--- src/rtl/cmplx_mult_pkg.sv ---
// Shared definitions for the complex multiplier sequencer: FSM state encoding,
// partial-product indices and the lane-count legality check.
package cmplx_mult_pkg;

    typedef enum logic [2:0] {
        StIdle    = 3'd0,
        StLoad    = 3'd1,
        StIssue   = 3'd2,
        StDrain   = 3'd3,
        StCompute = 3'd4,
        StWaitRes = 3'd5
    } state_e;

    // Partial products: P0=re1*re2, P1=im1*im2, P2=re1*im2, P3=im1*re2
    localparam logic [1:0] ProdP0 = 2'd0;
    localparam logic [1:0] ProdP1 = 2'd1;
    localparam logic [1:0] ProdP2 = 2'd2;
    localparam logic [1:0] ProdP3 = 2'd3;

    function automatic bit num_mult_legal(input int unsigned n);
        return (n == 1) || (n == 2) || (n == 4);
    endfunction

endpackage

--- src/rtl/cmplx_mult_ctrl_if.sv ---
// Operand/result handshake plus the datapath control bundle of the sequencer.
// master: operand source / result consumer / datapath side. slave: the sequencer.
interface cmplx_mult_ctrl_if #(
    parameter int unsigned NUM_MULT = 1
);
    logic                op_val;
    logic                op_conj;
    logic                res_ready;
    logic                op_ready;
    logic                res_val;
    logic [NUM_MULT-1:0] op_1_sel;
    logic [NUM_MULT-1:0] op_2_sel;
    logic                issue_en;
    logic                wr_en;
    logic [1:0]          wr_sel;
    logic                conj_sel;
    logic                compute_enable;

    modport master (
        output op_val, op_conj, res_ready,
        input  op_ready, res_val, op_1_sel, op_2_sel, issue_en, wr_en, wr_sel, conj_sel,
               compute_enable
    );

    modport slave (
        input  op_val, op_conj, res_ready,
        output op_ready, res_val, op_1_sel, op_2_sel, issue_en, wr_en, wr_sel, conj_sel,
               compute_enable
    );
endinterface

--- src/rtl/mult_lat_delay.sv ---
// Delay line matching the multiplier pipeline: carries {valid, phase} MULT_LAT
// cycles so the partial-product write lands with the lane outputs.
module mult_lat_delay #(
    parameter int unsigned MULT_LAT = 0
) (
    input  logic       clk,
    input  logic       rst,
    input  logic       clr,
    input  logic       in_valid,
    input  logic [1:0] in_phase,
    output logic       out_valid,
    output logic [1:0] out_phase
);

    if (MULT_LAT == 0) begin : g_wire
        logic unused_ctrl;
        assign unused_ctrl = ^{clk, rst, clr};
        assign out_valid   = in_valid;
        assign out_phase   = in_phase;
    end else begin : g_line
        logic [2:0] line_q [MULT_LAT];

        // Shift {valid, phase} one stage per cycle; clr empties every stage
        always_ff @(posedge clk or posedge rst) begin
            if (rst) begin
                for (int i = 0; i < MULT_LAT; i++) line_q[i] <= 3'b000;
            end else if (clr) begin
                for (int i = 0; i < MULT_LAT; i++) line_q[i] <= 3'b000;
            end else begin
                line_q[0] <= {in_valid, in_phase};
                for (int i = 1; i < MULT_LAT; i++) line_q[i] <= line_q[i-1];
            end
        end

        assign {out_valid, out_phase} = line_q[MULT_LAT-1];
    end

endmodule

--- src/rtl/cmplx_mult_ctrl.sv ---
// Sequencer for (a+jb)*(c+jd): schedules the four partial products over
// NUM_MULT lanes, waits out the multiplier latency, strobes the final adder and
// holds the result until consumed. A new operand pair may be taken in the same
// cycle the current result is handed off.
module cmplx_mult_ctrl
    import cmplx_mult_pkg::*;
#(
    parameter int unsigned NUM_MULT = 1,
    parameter int unsigned MULT_LAT = 0
) (
    input logic               clk,
    input logic               rst,
    input logic               sw_rst,
    cmplx_mult_ctrl_if.slave  bus
);

    localparam int unsigned Phases    = 4 / NUM_MULT;
    localparam logic [1:0]  LastPhase = 2'(Phases - 1);

    if (!num_mult_legal(NUM_MULT)) begin : g_bad_num_mult
        $error("cmplx_mult_ctrl: NUM_MULT must be 1, 2 or 4");
    end
    if (MULT_LAT > 7) begin : g_bad_mult_lat
        $error("cmplx_mult_ctrl: MULT_LAT must be 0..7");
    end

    state_e              state_q;
    logic [1:0]          phase_q;
    logic                conj_q;
    logic                op_ready;
    logic                take_op;
    logic                issue;
    logic                dly_valid;
    logic [1:0]          dly_phase;
    logic [1:0]          prod;
    logic [NUM_MULT-1:0] op_1_sel;
    logic [NUM_MULT-1:0] op_2_sel;

    // Operand handshake; ready in WAIT_RES follows res_ready combinationally
    always_comb begin
        op_ready = ~sw_rst & ((state_q == StIdle) | ((state_q == StWaitRes) & bus.res_ready));
        take_op  = bus.op_val & op_ready;
        issue    = (state_q == StIssue);
    end

    // Main FSM with phase counter and conj mode latched on acceptance
    always_ff @(posedge clk or posedge rst) begin
        if (rst) begin
            state_q <= StIdle;
            phase_q <= 2'd0;
            conj_q  <= 1'b0;
        end else if (sw_rst) begin
            state_q <= StIdle;
            phase_q <= 2'd0;
            conj_q  <= 1'b0;
        end else begin
            case (state_q)
                StIdle: begin
                    if (take_op) begin
                        state_q <= StLoad;
                        conj_q  <= bus.op_conj;
                    end
                end
                StLoad: begin
                    state_q <= StIssue;
                    phase_q <= 2'd0;
                end
                StIssue: begin
                    if (phase_q == LastPhase) begin
                        phase_q <= 2'd0;
                        state_q <= (MULT_LAT == 0) ? StCompute : StDrain;
                    end else begin
                        phase_q <= phase_q + 2'd1;
                    end
                end
                StDrain: begin
                    // Leave together with the write of the last phase's products
                    if (dly_valid && (dly_phase == LastPhase)) state_q <= StCompute;
                end
                StCompute: begin
                    state_q <= StWaitRes;
                end
                StWaitRes: begin
                    if (bus.res_ready) begin
                        if (take_op) begin
                            state_q <= StLoad;
                            conj_q  <= bus.op_conj;
                        end else begin
                            state_q <= StIdle;
                        end
                    end
                end
                default: begin
                    state_q <= StIdle;
                    phase_q <= 2'd0;
                end
            endcase
        end
    end

    // Lane k in phase p handles product j = p*NUM_MULT + k
    always_comb begin
        op_1_sel = '0;
        op_2_sel = '0;
        prod     = ProdP0;
        if (issue) begin
            for (int k = 0; k < NUM_MULT; k++) begin
                prod        = 2'({30'd0, phase_q} * NUM_MULT + k);
                op_1_sel[k] = (prod == ProdP1) || (prod == ProdP3);
                op_2_sel[k] = (prod == ProdP1) || (prod == ProdP2);
            end
        end
    end

    // Phase is gated with issue so wr_sel reads 0 whenever wr_en is low
    mult_lat_delay #(
        .MULT_LAT (MULT_LAT)
    ) u_delay (
        .clk       (clk),
        .rst       (rst),
        .clr       (sw_rst),
        .in_valid  (issue),
        .in_phase  (issue ? phase_q : 2'd0),
        .out_valid (dly_valid),
        .out_phase (dly_phase)
    );

    assign bus.op_ready       = op_ready;
    assign bus.res_val        = (state_q == StWaitRes);
    assign bus.op_1_sel       = op_1_sel;
    assign bus.op_2_sel       = op_2_sel;
    assign bus.issue_en       = issue;
    assign bus.wr_en          = dly_valid;
    assign bus.wr_sel         = dly_phase;
    assign bus.conj_sel       = conj_q;
    assign bus.compute_enable = (state_q == StCompute);

endmodule

--- src/flat_wrapper.sv ---
// flat-port wrapper written by rule: the top's interface ports become plain ports
module cmplx_mult_ctrl_flat import cmplx_mult_pkg::*;
#(
    parameter int unsigned NUM_MULT = 1,
    parameter int unsigned MULT_LAT = 0
)
  (clk, rst, sw_rst, bus_op_val, bus_op_conj, bus_res_ready, bus_op_ready, bus_res_val, bus_op_1_sel, bus_op_2_sel, bus_issue_en, bus_wr_en, bus_wr_sel, bus_conj_sel, bus_compute_enable);
  cmplx_mult_ctrl_if #(.NUM_MULT(NUM_MULT)) bus_i ();
  input logic clk;
  input logic rst;
  input logic sw_rst;
  input wire logic [$bits(bus_i.op_val)-1:0] bus_op_val;
  input wire logic [$bits(bus_i.op_conj)-1:0] bus_op_conj;
  input wire logic [$bits(bus_i.res_ready)-1:0] bus_res_ready;
  output wire logic [$bits(bus_i.op_ready)-1:0] bus_op_ready;
  output wire logic [$bits(bus_i.res_val)-1:0] bus_res_val;
  output wire logic [$bits(bus_i.op_1_sel)-1:0] bus_op_1_sel;
  output wire logic [$bits(bus_i.op_2_sel)-1:0] bus_op_2_sel;
  output wire logic [$bits(bus_i.issue_en)-1:0] bus_issue_en;
  output wire logic [$bits(bus_i.wr_en)-1:0] bus_wr_en;
  output wire logic [$bits(bus_i.wr_sel)-1:0] bus_wr_sel;
  output wire logic [$bits(bus_i.conj_sel)-1:0] bus_conj_sel;
  output wire logic [$bits(bus_i.compute_enable)-1:0] bus_compute_enable;
  assign bus_i.op_val = bus_op_val;
  assign bus_i.op_conj = bus_op_conj;
  assign bus_i.res_ready = bus_res_ready;
  assign bus_op_ready = bus_i.op_ready;
  assign bus_res_val = bus_i.res_val;
  assign bus_op_1_sel = bus_i.op_1_sel;
  assign bus_op_2_sel = bus_i.op_2_sel;
  assign bus_issue_en = bus_i.issue_en;
  assign bus_wr_en = bus_i.wr_en;
  assign bus_wr_sel = bus_i.wr_sel;
  assign bus_conj_sel = bus_i.conj_sel;
  assign bus_compute_enable = bus_i.compute_enable;
  cmplx_mult_ctrl #(.NUM_MULT(NUM_MULT), .MULT_LAT(MULT_LAT)) u_core (.clk(clk), .rst(rst), .sw_rst(sw_rst), .bus(bus_i));
endmodule
--- config.mk ---
export PLATFORM = sky130hd
export DESIGN_NAME = cmplx_mult_ctrl_flat
export DESIGN_NICKNAME = d
export VERILOG_FILES = /design/src/rtl/cmplx_mult_pkg.sv /design/src/rtl/cmplx_mult_ctrl_if.sv /design/src/rtl/mult_lat_delay.sv /design/src/rtl/cmplx_mult_ctrl.sv /design/src/flat_wrapper.sv
export SDC_FILE = /design/constraint.sdc
export NUM_CORES = 1
export LEC_CHECK = 0
export ABC_AREA = 0
export ABC_CLOCK_PERIOD_IN_PS = 1180
export BUFFER_PORTS_ARGS = -buffer_cell sky130_fd_sc_hd__buf_4
export CORE_AREA = 2 2 39 41
export DETAILED_ROUTE_END_ITERATION = 10
export DIE_AREA = 0 0 41 43
export SLEW_MARGIN = 20
export SYNTH_ARGS = -nofsm -noshare
export SYNTH_HDL_FRONTEND = slang
export SYNTH_SLANG_ARGS = --single-unit
--- constraint.sdc ---
create_clock -name clk -period 1.18 [get_ports clk]
set_input_delay 0.059 -clock clk [delete_from_list [all_inputs] [get_ports clk]]
set_output_delay 0.059 -clock clk [all_outputs]
set_load 0.005 [all_outputs]
==> metrics.csv <==
metric;value;unit
outcome;complete, but fails checks;
violations;negative setup slack;
setup_slack;-211;ps
critPathSlowestCell;dfrtp_1;
layout_commonest_cell;buf_4;
setup_viol;13;
synth_cell_types;27;
yosysTopAreaCell;dfrtp_1;
worstMarginPinSlew;290;ps
grt_pass1_wl;1840;um
dp_hpwl;760;um
cpMostUsedCell;buf_6;
mostFrequentLayoutCells;buf_4 (26), buf_6 (6), a21oi_1 (5), dfrtp_1 (5), nand2b_1 (4);
critical_path.top_delay_family;simple AND/OR/NAND/NOR gates;
final_cells;102;
clockPowerShare;0.279;
clock_skew;1.57;ps
seq_area_frac_synth;0.299;
place_inst;91;
top_usage_layer;met2;
hold_violations;0;
cp.required;1120;ps
portBuffers;15;
crit_buf_inv;2;
avgSynthCellArea;9.31;um^2
insertion_delay;240;ps
leakage;0.401;nW
fmax;719;MHz
min_period;1390;ps
hold_path_class;in2reg;
grt_setup_unrepaired;yes;
vdd_ir_drop_max;561;uV
place.gp.congestion;0.810;
cp_slowest_stage_delay;420;ps
power_frac_seq;0.383;
fp-row-count;14;
htree_levels;1;
viasPerCell;4.65;
drv_cap;0;
place_ws;-47.0;ps
tns;-1870;ps
fin_crit_sh;1.18;
met3_usage;0.0157;
vias;474;
syn_area;503;um^2
crit_chain;buf_6 > nor3b_4 > nor2b_4 > buf_6;
io_pins;16;
initial_core_util;0.363;
worst-endpoint-arrival;1330;ps
internal_power;471;uW
die_y;43;um
drt_iter0_drc;3;
detail_route.first_pass.iterations;3;
p_total;641;uW
cp_max_fo;6;
syn_nets;62;
fill_cells;125;
root_buffer;clkbuf_4;
final_nets;96;
clk_pin_slew_worst_paths;40;ps
cts_tree;done;
drive_gt1_frac;0.581;
wl_per_cell;10.9;um
grt-ovfl-total;0;
syn_to_final_growth;64.2;%
crit_path_start_kind;register;
p_sw;170;uW
cts_buffers;3;
ys_ff_latch;6;
die_w;41;um
routed_wl;1110;um
synth_top_cell_area_share;0.299;
grt.met2_usage;0.222;
clock_sink_count;6;
met1_usage;0.205;
netlist_instances;54;
drc;0;
placed_cell_area;673;um^2
fp.dieArea;0.00176;mm^2
coreArea;0.00138;mm^2
netlist_top_cells_area;dfrtp_1 (30%), nand2b_1 (6.2%), a21oi_1 (5.0%);
slew_headroom;0.806;
swShare;0.265;
synth-warning-count;0;
clockBufferDepth;2;
diodes;0;
grt_pass1_vias;448;
whs;55.5;ps
crit_type;reg2out;
combPwrFrac;0.338;
final_core_utilization;0.597;
power_density;776;mW/mm^2
drv_slew;0;
grt.total_usage;0.150;
end_kind;output port;
grt_max_degree;11;
drtAntennaViolNets;0;
antenna_found_initial;0;
fin_area;826;um^2
synth_stat cells, drive strengths merged:
cell     instances
mux2i            1
a211oi           1
inv              3
dfrtp            6
nor2b            4
nor3             2
o21bai           2
nand3b           1
and2b            1
a21boi           1
a2111oi          1
and3b            1
nand2b           5
or2              1
nor4b            1
and2             3
nor2             2
buf              4
ha               2
nor3b            2
o21a             1
o21ba            1
a21oi            5
nand3            1
o21ai            2
final cells by class:
type,count,area [um^2],share of cell area
Timing Repair Buffer,33,273,0.330
Tap cell,16,20.0,0.0242
Sequential cell,6,151,0.183
Inverter,3,11.3,0.0136
Multi-Input combinational cell,41,348,0.421
Clock buffer,3,22.5,0.0273
worst reg2reg max path: cells and delay by family (launching register included):
| family | cells | cell delay (ps) |
|---|---|---|
| compound gates | 1 | 290 |
| buf+inv | 3 | 350 |
| flops | 1 | 400 |
| simple gates | 2 | 180 |
sequential cells by signal, summed over array words and instances (netlist names):
name and flops:
u_core.state_q 3, u_core.phase_q 2, u_core.bus.conj_sel 1
power by group through the flow:
stage	Combinational, mW	Clock, mW	Sequential [mW]
final	0.217	0.179	0.245
after detailed placement	0.179	0	0.245
after global routing	0.239	0.208	0.247
after global placement	0.178	0	0.245
after CTS	0.197	0.188	0.243
after floorplan	0.114	0	0.236
cell families after synthesis:
family | after synthesis | share of synthesized area
and+or+nand+nor | 24 | 0.341
AOI/OAI and AO/OA | 14 | 0.194
buffers and inverters | 7 | 0.0970
DFF | 6 | 0.298
adders and majority gates | 2 | 0.0497
muxes | 1 | 0.0199
metal layers:
layer / routed length [um] / vias to the layer above
li1: - / 249
met1: 519 / 215
met2: 557 / 10
met3: 37 / 0
met4: 0 / 0
met5: 0 / -
timing repair:
| item | CTS | global route |
|---|---|---|
| setup buffers | 6 | 1 |
| gates resized for setup | 10 | 7 |
| endpoints found under the hold margin | 6 | 0 |
| pin swaps | 7 | 2 |
| setup endpoints to repair | 12 | 14 |
| hold buffers | 1 | 0 |
path summary, 6_finish.rpt:
kind,depth (start not counted),end,slack [ps],from
setup / recovery,4,bus_op_2_sel,-210,u_core.state_q[0]$_DFFE_PP0P_
hold / removal,2,u_core.phase_q[1]$_DFFE_PP0P_,60,sw_rst
setup reg to reg,6,u_core.state_q[0]$_DFFE_PP0P_,-160,u_core.state_q[2]$_DFFE_PP0P_
hold reg to reg,2,u_core.bus.conj_sel$_DFFE_PP0P_,550,u_core.bus.conj_sel$_DFFE_PP0P_
max in group asynchronous,3,u_core.state_q[1]$_DFFE_PP0P_,710,rst
min in group asynchronous,3,u_core.phase_q[0]$_DFFE_PP0P_,280,rst
Power figures use the tool's default switching activity.
